File: config.mk
export PLATFORM = sky130hd
export DESIGN_NAME = param_ram
export DESIGN_NICKNAME = d
export VERILOG_FILES = /design/src/rtl/param_ram.sv
export SDC_FILE = /design/constraint.sdc
export NUM_CORES = 1
export LEC_CHECK = 0
export ABC_AREA = 1
export ABC_CLOCK_PERIOD_IN_PS = 4520
export CORE_MARGIN = 2
export CORE_UTILIZATION = 60
export CTS_CLUSTER_SIZE = 16
export DETAILED_ROUTE_END_ITERATION = 8
export PLACE_DENSITY = 0.79
export SYNTH_ARGS = -nofsm -noshare
export SYNTH_HDL_FRONTEND = slang
export SYNTH_SLANG_ARGS = --single-unit
File: constraint.sdc
create_clock -name sys_clk -period 4.52 [get_ports sys_clk]
set_input_delay 0.904 -clock sys_clk [delete_from_list [all_inputs] [get_ports sys_clk]]
set_output_delay 0.904 -clock sys_clk [all_outputs]
set_load 0.05 [all_outputs]
File: src/rtl/param_ram.sv
// Parametrised single-port synchronous RAM with byte-lane writes, selectable
// read-during-write behaviour, 1- or 2-cycle read latency and a clear engine.
module param_ram #(
  parameter int unsigned DATA_W     = 16,
  parameter int unsigned ADDR_W     = 4,
  parameter int unsigned RD_LAT     = 1,
  parameter int unsigned WR_MODE    = 0,
  parameter int unsigned CLR_ON_RST = 1
) (
  input  logic                sys_clk,
  input  logic                sys_rst,
  input  logic                ram_en,
  input  logic                ram_wea,
  input  logic [DATA_W/8-1:0] ram_be,
  input  logic [ADDR_W-1:0]   ram_addr,
  input  logic [DATA_W-1:0]   ram_wr_data,
  input  logic                clr_req,
  output logic [DATA_W-1:0]   ram_rd_data,
  output logic                ram_rd_valid,
  output logic                ram_busy
);

  localparam int unsigned DEPTH = 1 << ADDR_W;
  localparam int unsigned NB    = DATA_W / 8;

  localparam logic [0:0] S_IDLE  = 1'b0;
  localparam logic [0:0] S_CLEAR = 1'b1;

  logic [0:0]        state, state_nxt;
  logic [ADDR_W-1:0] clr_cnt;
  logic [DATA_W-1:0] mem [DEPTH];

  logic              acc_c, wr_c;
  logic [DATA_W-1:0] old_c, merged_c, ret_c;

  // Access qualification, byte-lane merge and returned word
  always_comb begin
    acc_c    = ram_en && (state == S_IDLE) && !sys_rst;
    wr_c     = acc_c && ram_wea;
    old_c    = mem[ram_addr];
    merged_c = old_c;
    for (int i = 0; i < NB; i++) begin
      if (ram_be[i]) merged_c[8*i +: 8] = ram_wr_data[8*i +: 8];
    end
    ret_c = (wr_c && (WR_MODE == 1)) ? merged_c : old_c;
  end

  // Next-state logic
  always_comb begin
    state_nxt = state;
    case (state)
      S_IDLE:  if (clr_req) state_nxt = S_CLEAR;
      S_CLEAR: if (clr_cnt == ADDR_W'(DEPTH - 1)) state_nxt = S_IDLE;
      default: state_nxt = S_IDLE;
    endcase
  end

  // State register, clear counter and busy flag
  always_ff @(posedge sys_clk) begin
    if (sys_rst) begin
      state    <= (CLR_ON_RST != 0) ? S_CLEAR : S_IDLE;
      clr_cnt  <= '0;
      ram_busy <= (CLR_ON_RST != 0);
    end else begin
      state    <= state_nxt;
      ram_busy <= (state_nxt == S_CLEAR);
      if (state == S_CLEAR) clr_cnt <= clr_cnt + ADDR_W'(1);
    end
  end

  // Array is never reset; the clear engine owns the write port while busy
  always_ff @(posedge sys_clk) begin
    if (!sys_rst) begin
      if (state == S_CLEAR) mem[clr_cnt] <= '0;
      else if (wr_c)        mem[ram_addr] <= merged_c;
    end
  end

  // Read pipeline; data holds between valid pulses
  if (RD_LAT == 2) begin : g_lat2
    logic [DATA_W-1:0] s1_data;
    logic              s1_valid;

    always_ff @(posedge sys_clk) begin
      if (sys_rst) begin
        s1_data      <= '0;
        s1_valid     <= 1'b0;
        ram_rd_data  <= '0;
        ram_rd_valid <= 1'b0;
      end else begin
        s1_valid     <= acc_c;
        ram_rd_valid <= s1_valid;
        if (acc_c)    s1_data     <= ret_c;
        if (s1_valid) ram_rd_data <= s1_data;
      end
    end
  end else begin : g_lat1
    always_ff @(posedge sys_clk) begin
      if (sys_rst) begin
        ram_rd_data  <= '0;
        ram_rd_valid <= 1'b0;
      end else begin
        ram_rd_valid <= acc_c;
        if (acc_c) ram_rd_data <= ret_c;
      end
    end
  end

endmodule
==> results of run 1 <==
[how the worst max path moves through the flow]
| stage | start | end | slack, ps | cells past startpoint |
|---|---|---|---|---|
| 6_report | ram_en | mem[8][11]$_DFFE_PP_ | 1230 | 9 |
| 5_1_grt | ram_en | mem[8][14]$_DFFE_PP_ | 1160 | 9 |
| 4_1_cts | ram_en | mem[8][15]$_DFFE_PP_ | 1330 | 9 |
| 3_5_place_dp | ram_en | mem[8][11]$_DFFE_PP_ | 800 | 9 |
| 3_3_place_gp | ram_en | mem[8][12]$_DFFE_PP_ | 890 | 9 |
| 2_1_floorplan | ram_en | mem[4][0]$_DFFE_PP_ | 1810 | 9 |
[stage by stage]
step           util, %  hold WS, ps
2_1_floorplan        -          464
3_3_place_gp      64.9          460
3_5_place_dp      64.9          465
4_1_cts           69.9          475
5_1_grt           69.9          500
6_report          69.9          474
[cells in the mapped netlist]
cell type  number
nor2_1         52
clkbuf_1       13
buf_6           1
o22ai_1         1
nand2_2         5
inv_2           3
ha_1            1
edfxtp_1      256
nand3_1       197
nand2_4         2
buf_1          12
dfxtp_1        22
o21ai_1         2
o21ai_0         2
buf_2          34
inv_1         155
a21oi_1         3
o21ai_2         3
nand2_1       456
nor2_8          1
[flip-flops by register name, indices dropped and copies added, names as in the netlist]
name          count
ram_rd_valid      1
ram_rd_data      16
mem             256
state             1
clr_cnt           4
[layout make-up]
| cell class | count | area (µm²) |
|---|---|---|
| Timing Repair Buffer | 64 | 596 |
| Inverter | 158 | 594 |
| Multi-Input combinational cell | 725 | 3070 |
| Clock inverter | 11 | 186 |
| Clock buffer | 41 | 795 |
| Sequential cell | 278 | 8130 |
| Tap cell | 265 | 332 |
| Fill cell | 1397 | 5890 |
[power breakdown]
| group | leakage, µW | total [µW] | switching (µW) | internal (µW) |
|---|---|---|---|---|
| logic | 0.00262 | 301 | 211 | 90.5 |
| registers | 0.00291 | 2810 | 8.70 | 2800 |
| clock network | 0.000466 | 2430 | 970 | 1460 |
| total | 0.00600 | 5540 | 1190 | 4350 |
[worst register-to-register path: cells and delay by family (launching register included)]
family	cells	cell delay (ps)
buffers and inverters	2	250
AO/OA/AOI/OAI	1	110
AND/OR/NAND/NOR	6	1820
flip-flops	1	380
[kinds of logic after synthesis]
kind of cell / synth area share (%)
buf+inv: 7.21
compound gates: 0.561
simple gates: 24.6
flops: 67.5
fa+ha+maj: 0.104
[per-layer routing]
metal	wire [µm]	vias up	part of all wire, %
met3	3420	74	12
met5	0	-	0
met4	1050	0	3.6
met2	12600	528	43
li1	-	4021	-
met1	12000	3979	41
==> results.ini, run 1 <==
[timing]
fmax_mhz=304
maxSlewViolCount=0
fin_crit_ps=3290
fin_ws_ps=1230
setup_violations=0
clock_skew_ps=28.9
hold_viol_final=0
relSlewSlack_pct=36.0
grt_setup_unrepaired=no
worstMarginPinSlew_ps=959
fin_crit_sh_pct=72.7
fin_tns_setup_ps=0

[global_routing]
first_global_vias=7900
grt_remaining_overflow=0
grt_first_pass_wirelength_mm=44.7
top_usage_layer=met2
use_met2_pct=40.3
met1_usage_pct=40.1
antenna_found_initial=0
use_met3_pct=5.99
grt_max_degree=129
track_usage_pct=27.1

[setup_path]
arrival_ps=3450
critPathTopFamily=simple AND/OR/NAND/NOR gates
crit_fanout=25
ff2ff_path_depth=9
end_kind=flip-flop
crit_top_cell=nand2_4
crit_buf_inv=2
r2r_slack_ps=1570
r2r-start=state$_SDFF_PP1_
crit_path_max_incr_delay_ps=750
crit_path_start_kind=input port
r2r_end=mem[8][11]$_DFFE_PP_
crit_slowest_cell=nor2_2
cp.required_ps=4680
worstSetupPathType=input port to flip-flop
cp_cell_sequence=clkdlybuf4s50_1 -> nand2_4 -> nor2_8 -> nand2_4 -> nand2_1 -> o21ai_1 -> inv_1 -> nand3_1 -> nor2_2

[power]
max-vdd-ir-drop_uv=314
leakage_uw=0.00600
p_per_area_nw_per_um2=404
power_uw=5540

[placed_design]
placed_cell_area_um2=12700
place.gp.congestion=0.943
dp_slack_ps=795
io_buffers=44
placedCellCount=1490
post-dp-hpwl_mm=17.7

[cells_and_area]
syn2layout_area_growth_pct=13.8
drive_gt1_share_pct=7.36
final_common_cell=nand2_1
final_cell_mix=nand2_1, edfxtp_1, nand3_1
nets=1283
fin_area_um2=13700
fin_cells=1542
antenna_cells=0

[synthesis]
synth_area_leaders=edfxtp_1, nand2_1, nand3_1, inv_1, dfxtp_1
syn-num-nets=1249
yosysUniqueCellTypes=20
yosys.area.top_type=edfxtp_1
ys_seq_elements=278
avgSynthCellArea_um2=9.86
synthCells=1221
syn_area_um2=12000
yosysSeqAreaShare_pct=67.5
yosys_warnings=0
synth_top_area_share_pct=63.8

[drt]
viasPerCell=5.58
first_pass_iters=6
vias=8602
drt-initial-drc-count=1089
wl_per_cell_um=18.8
drt-total-wl_mm=29.0
drc=0
postRouteAntennaNets=0

[floorplan]
io_pins=45
coreArea_um2=19600
die_area_um2=21200
rows=51
die_h_um=146
fp.dieW_um=146
initial_core_util_pct=61.5

[hold_path]
hold_path_class=flip-flop to flip-flop
whs_path_depth=2
whs_endpoint=ram_rd_data[0]$_SDFFE_PP0N_
min-delay-start=ram_rd_data[0]$_SDFFE_PP0N_

[clocking]
cts_buffer_depth=3
clkLatencyLatePin_ps=560
cts.sinks=278
cts_resized=0
cts_made_buffers=28
clk_pin_slew_ps=60
cts_tree=built
cts_hold_buf=0
cts_max_level=1
root_buffer=clkbuf_16
cts_setup_buffers=0

[job]
drv_cap=0

[outcome]
status=finished, final reports clean

No activity file was read; power rests on OpenSTA's default activity.
==> run 2: changes to the inputs <==
--- a/config.mk
+++ b/config.mk
@@ -6,7 +6,7 @@
 export NUM_CORES = 1
 export LEC_CHECK = 0
 export ABC_AREA = 1
-export ABC_CLOCK_PERIOD_IN_PS = 4520
+export ABC_CLOCK_PERIOD_IN_PS = 3450
 export CORE_MARGIN = 2
 export CORE_UTILIZATION = 60
 export CTS_CLUSTER_SIZE = 16
==> constraint.sdc (replaced) <==
create_clock -name sys_clk -period 3.45 [get_ports sys_clk]
set_input_delay 0.69 -clock sys_clk [delete_from_list [all_inputs] [get_ports sys_clk]]
set_output_delay 0.69 -clock sys_clk [all_outputs]
set_load 0.05 [all_outputs]
==> run 2 against run 1 <==
- clock power grew 27%
- utilization is 1.1 points higher
- clock skew shrank 14 ps
- cell count grew 1.8%
- wire length is 3.9% higher
- die area unchanged
- count of clock-buffer cells in the layout is 7 lower
- largest cell class unchanged
- sequential power rose by 31%
- worst hold slack improved by 6.4 ps
- non-clock buffer count rose by 27
- via count up 1.1%
==> results.ini, run 2 (synthesis gave the netlist of run 1 again) <==
[outcome]
status=finished, final reports clean  ; unchanged

[setup_path]
arrival_ps=2930  ; was 3450 ps
crit_slowest_cell=clkdlybuf4s50_1  ; was nor2_2
r2r-start=state$_SDFF_PP1_  ; unchanged
cp_cell_sequence=clkdlybuf4s50_1 -> nand2_4 -> nor2_8 -> nand2_4 -> o21ai_1 -> nand3_1 -> nor2_2 -> buf_4  ; was clkdlybuf4s50_1 -> nand2_4 -> nor2_8 -> nand2_4 -> nand2_1 -> o21ai_1 -> inv_1 -> nand3_1 -> nor2_2
r2r_slack_ps=870  ; was 1570 ps
startpoint=ram_en  ; unchanged
worstSetupPathType=input port to flip-flop  ; unchanged
end_kind=flip-flop  ; unchanged
crit_path_max_incr_delay_ps=510  ; was 750 ps
crit_fanout=25  ; unchanged
r2r_end=mem[14][5]$_DFFE_PP_  ; was mem[8][11]$_DFFE_PP_
cp.required_ps=3670  ; was 4680 ps
crit_top_cell=nand2_4  ; unchanged
ff2ff_path_depth=8  ; was 9
crit_path_start_kind=input port  ; unchanged

[drt]
first_pass_iters=6  ; unchanged
vias=8695  ; was 8602
postRouteAntennaNets=0  ; unchanged
wl_per_cell_um=19.2  ; was 18.8 µm
viasPerCell=5.54  ; was 5.58
drc=0  ; unchanged
drt-total-wl_mm=30.2  ; was 29.0 mm
drt-initial-drc-count=1016  ; was 1089

[cells_and_area]
largest_register=mem  ; unchanged
drive_gt1_share_pct=8.81  ; was 7.36%
antenna_cells=0  ; unchanged
final_cell_mix=nand2_1, edfxtp_1, nand3_1  ; unchanged
nets=1311  ; was 1283
top_regs=mem (256), ram_rd_data (16), clr_cnt (4)  ; unchanged
syn2layout_area_growth_pct=15.5  ; was 13.8%
largest_reg_flops=256  ; unchanged
final_common_cell=nand2_1  ; unchanged

[timing]
hold_slack_ps=481  ; was 474 ps
setup_violations=0  ; unchanged
hold_viol_final=0  ; unchanged
clock_skew_ps=14.5  ; was 28.9 ps
fmax_mhz=369
fin_tns_setup_ps=0  ; unchanged
relSlewSlack_pct=47.6  ; was 36.0%
fin_crit_sh_pct=78.5
fin_crit_ps=2710
worstMarginPinSlew_ps=786  ; was 959 ps
grt_setup_unrepaired=no  ; unchanged
maxSlewViolCount=0  ; unchanged

[floorplan]
die_h_um=146  ; unchanged
io_pins=45  ; unchanged
coreArea_um2=19600  ; unchanged
fp.dieW_um=146  ; unchanged
die_area_um2=21200  ; unchanged
initial_core_util_pct=61.5  ; unchanged
rows=51  ; unchanged

[clocking]
clkLatencyLatePin_ps=550  ; was 560 ps
cts_resized=0  ; unchanged
cts_made_buffers=29  ; was 28
clk_pin_slew_ps=50  ; was 60 ps
cts_setup_buffers=0  ; unchanged
cts_max_level=1  ; unchanged
cts_buffer_depth=3  ; unchanged
cts.sinks=278  ; unchanged
cts_tree=built  ; unchanged
root_buffer=clkbuf_16  ; unchanged
cts_hold_buf=0  ; unchanged

[hold_path]
hold_path_class=flip-flop to flip-flop  ; unchanged
whs_endpoint=ram_rd_data[13]$_SDFFE_PP0N_  ; was ram_rd_data[0]$_SDFFE_PP0N_
min-delay-start=ram_rd_data[13]$_SDFFE_PP0N_  ; was ram_rd_data[0]$_SDFFE_PP0N_
whs_path_depth=2  ; unchanged

[global_routing]
antenna_found_initial=0  ; unchanged
grt_first_pass_wirelength_mm=46.4  ; was 44.7 mm
track_usage_pct=28.4  ; was 27.1%
grt_remaining_overflow=0  ; unchanged
first_global_vias=8467  ; was 7900
grt_max_degree=129  ; unchanged

[power]
clock_power_share_pct=43.0  ; was 43.9%
p_per_area_nw_per_um2=515  ; was 404 nW/µm²
power_switching_uw=1540  ; was 1190 µW
max-vdd-ir-drop_uv=420  ; was 314 µV
comb_power_share_pct=5.7  ; was 5.4%
seq_power_share_pct=51.3  ; was 50.7%
leakage_uw=0.00615  ; was 0.00600 µW
sw_frac_of_total_pct=21.5  ; about the same
p_int_uw=5630  ; was 4350 µW

[placed_design]
io_buffers=44  ; unchanged
place.gp.congestion=0.948  ; was 0.943
post-dp-hpwl_mm=19.0  ; was 17.7 mm

[job]
drv_cap=0  ; unchanged

-- run 2: cell count changes in the layout (fill, tap and decap cells not counted), moves of 2 or more --
cell | before | now
inv_6 | 0 | 2
clkbuf_4 | 4 | 0
clkinvlp_4 | 4 | 1
clkinv_2 | 1 | 5
clkinv_1 | 0 | 8
buf_4 | 20 | 43
buf_12 | 1 | 5
clkbuf_8 | 3 | 0
-- run 2: area by class of cell --
| type | instances | area, µm² |
|---|---|---|
| multi-input cells | 725 | 3070 |
| clock inverters | 19 | 195 |
| repair buffers | 91 | 848 |
| fillers | 1439 | 5680 |
| inverters | 158 | 594 |
| flip-flops and latches | 278 | 8130 |
| clock buffers | 34 | 744 |
| well taps | 265 | 332 |
-- run 2: routing by layer --
metal / global-route usage, % / wire length, µm / vias up
li1: - / - / 4072
met1: 38.2 / 11800 / 4080
met2: 46.4 / 14300 / 473
met3: 5.05 / 2910 / 70
met4: 11.7 / 1220 / 0
met5: 0 / 0 / -
-- run 2: worst max-delay path by stage --
stage / to / slack (ps) / cells after the start
global route: mem[14][5]$_DFFE_PP_ / 630 / 8
CTS: mem[14][5]$_DFFE_PP_ / 770 / 8
global placement: mem[9][9]$_DFFE_PP_ / 390 / 10
finish: mem[14][5]$_DFFE_PP_ / 740 / 8
floorplan: mem[7][0]$_DFFE_PP_ / 810 / 9
detailed placement: mem[14][6]$_DFFE_PP_ / 260 / 8
-- run 2: critical path, delay by kind of cell --
family                 cells  cell delay (ps)
buffers and inverters      2              810
and+or+nand+nor            5             1110
AOI/OAI and AO/OA          1              320
-- run 2: metrics by stage --
step / cells / utilization (%) / area, µm² / setup WS [ps] / power (µW)
after floorplan: 1221 / - / 12000 / 812 / 4000
after global placement: 1517 / 66.2 / 13000 / 388 / 4130
after detailed placement: 1517 / 66.2 / 13000 / 257 / 4150
after CTS: 1570 / 71.0 / 13900 / 768 / 7190
after global routing: 1570 / 71.0 / 13900 / 626 / 7350
final: 1570 / 71.0 / 13900 / 741 / 7160
-- run 2: power by group through the flow --
stage                     Combinational (µW)  Sequential [µW]  Clock (µW)
after CTS                                399             3680        3110
after global placement                   386             3750           0
final                                    405             3680        3080
after global routing                     439             3680        3230
after detailed placement                 396             3750           0
after floorplan                          251             3750           0
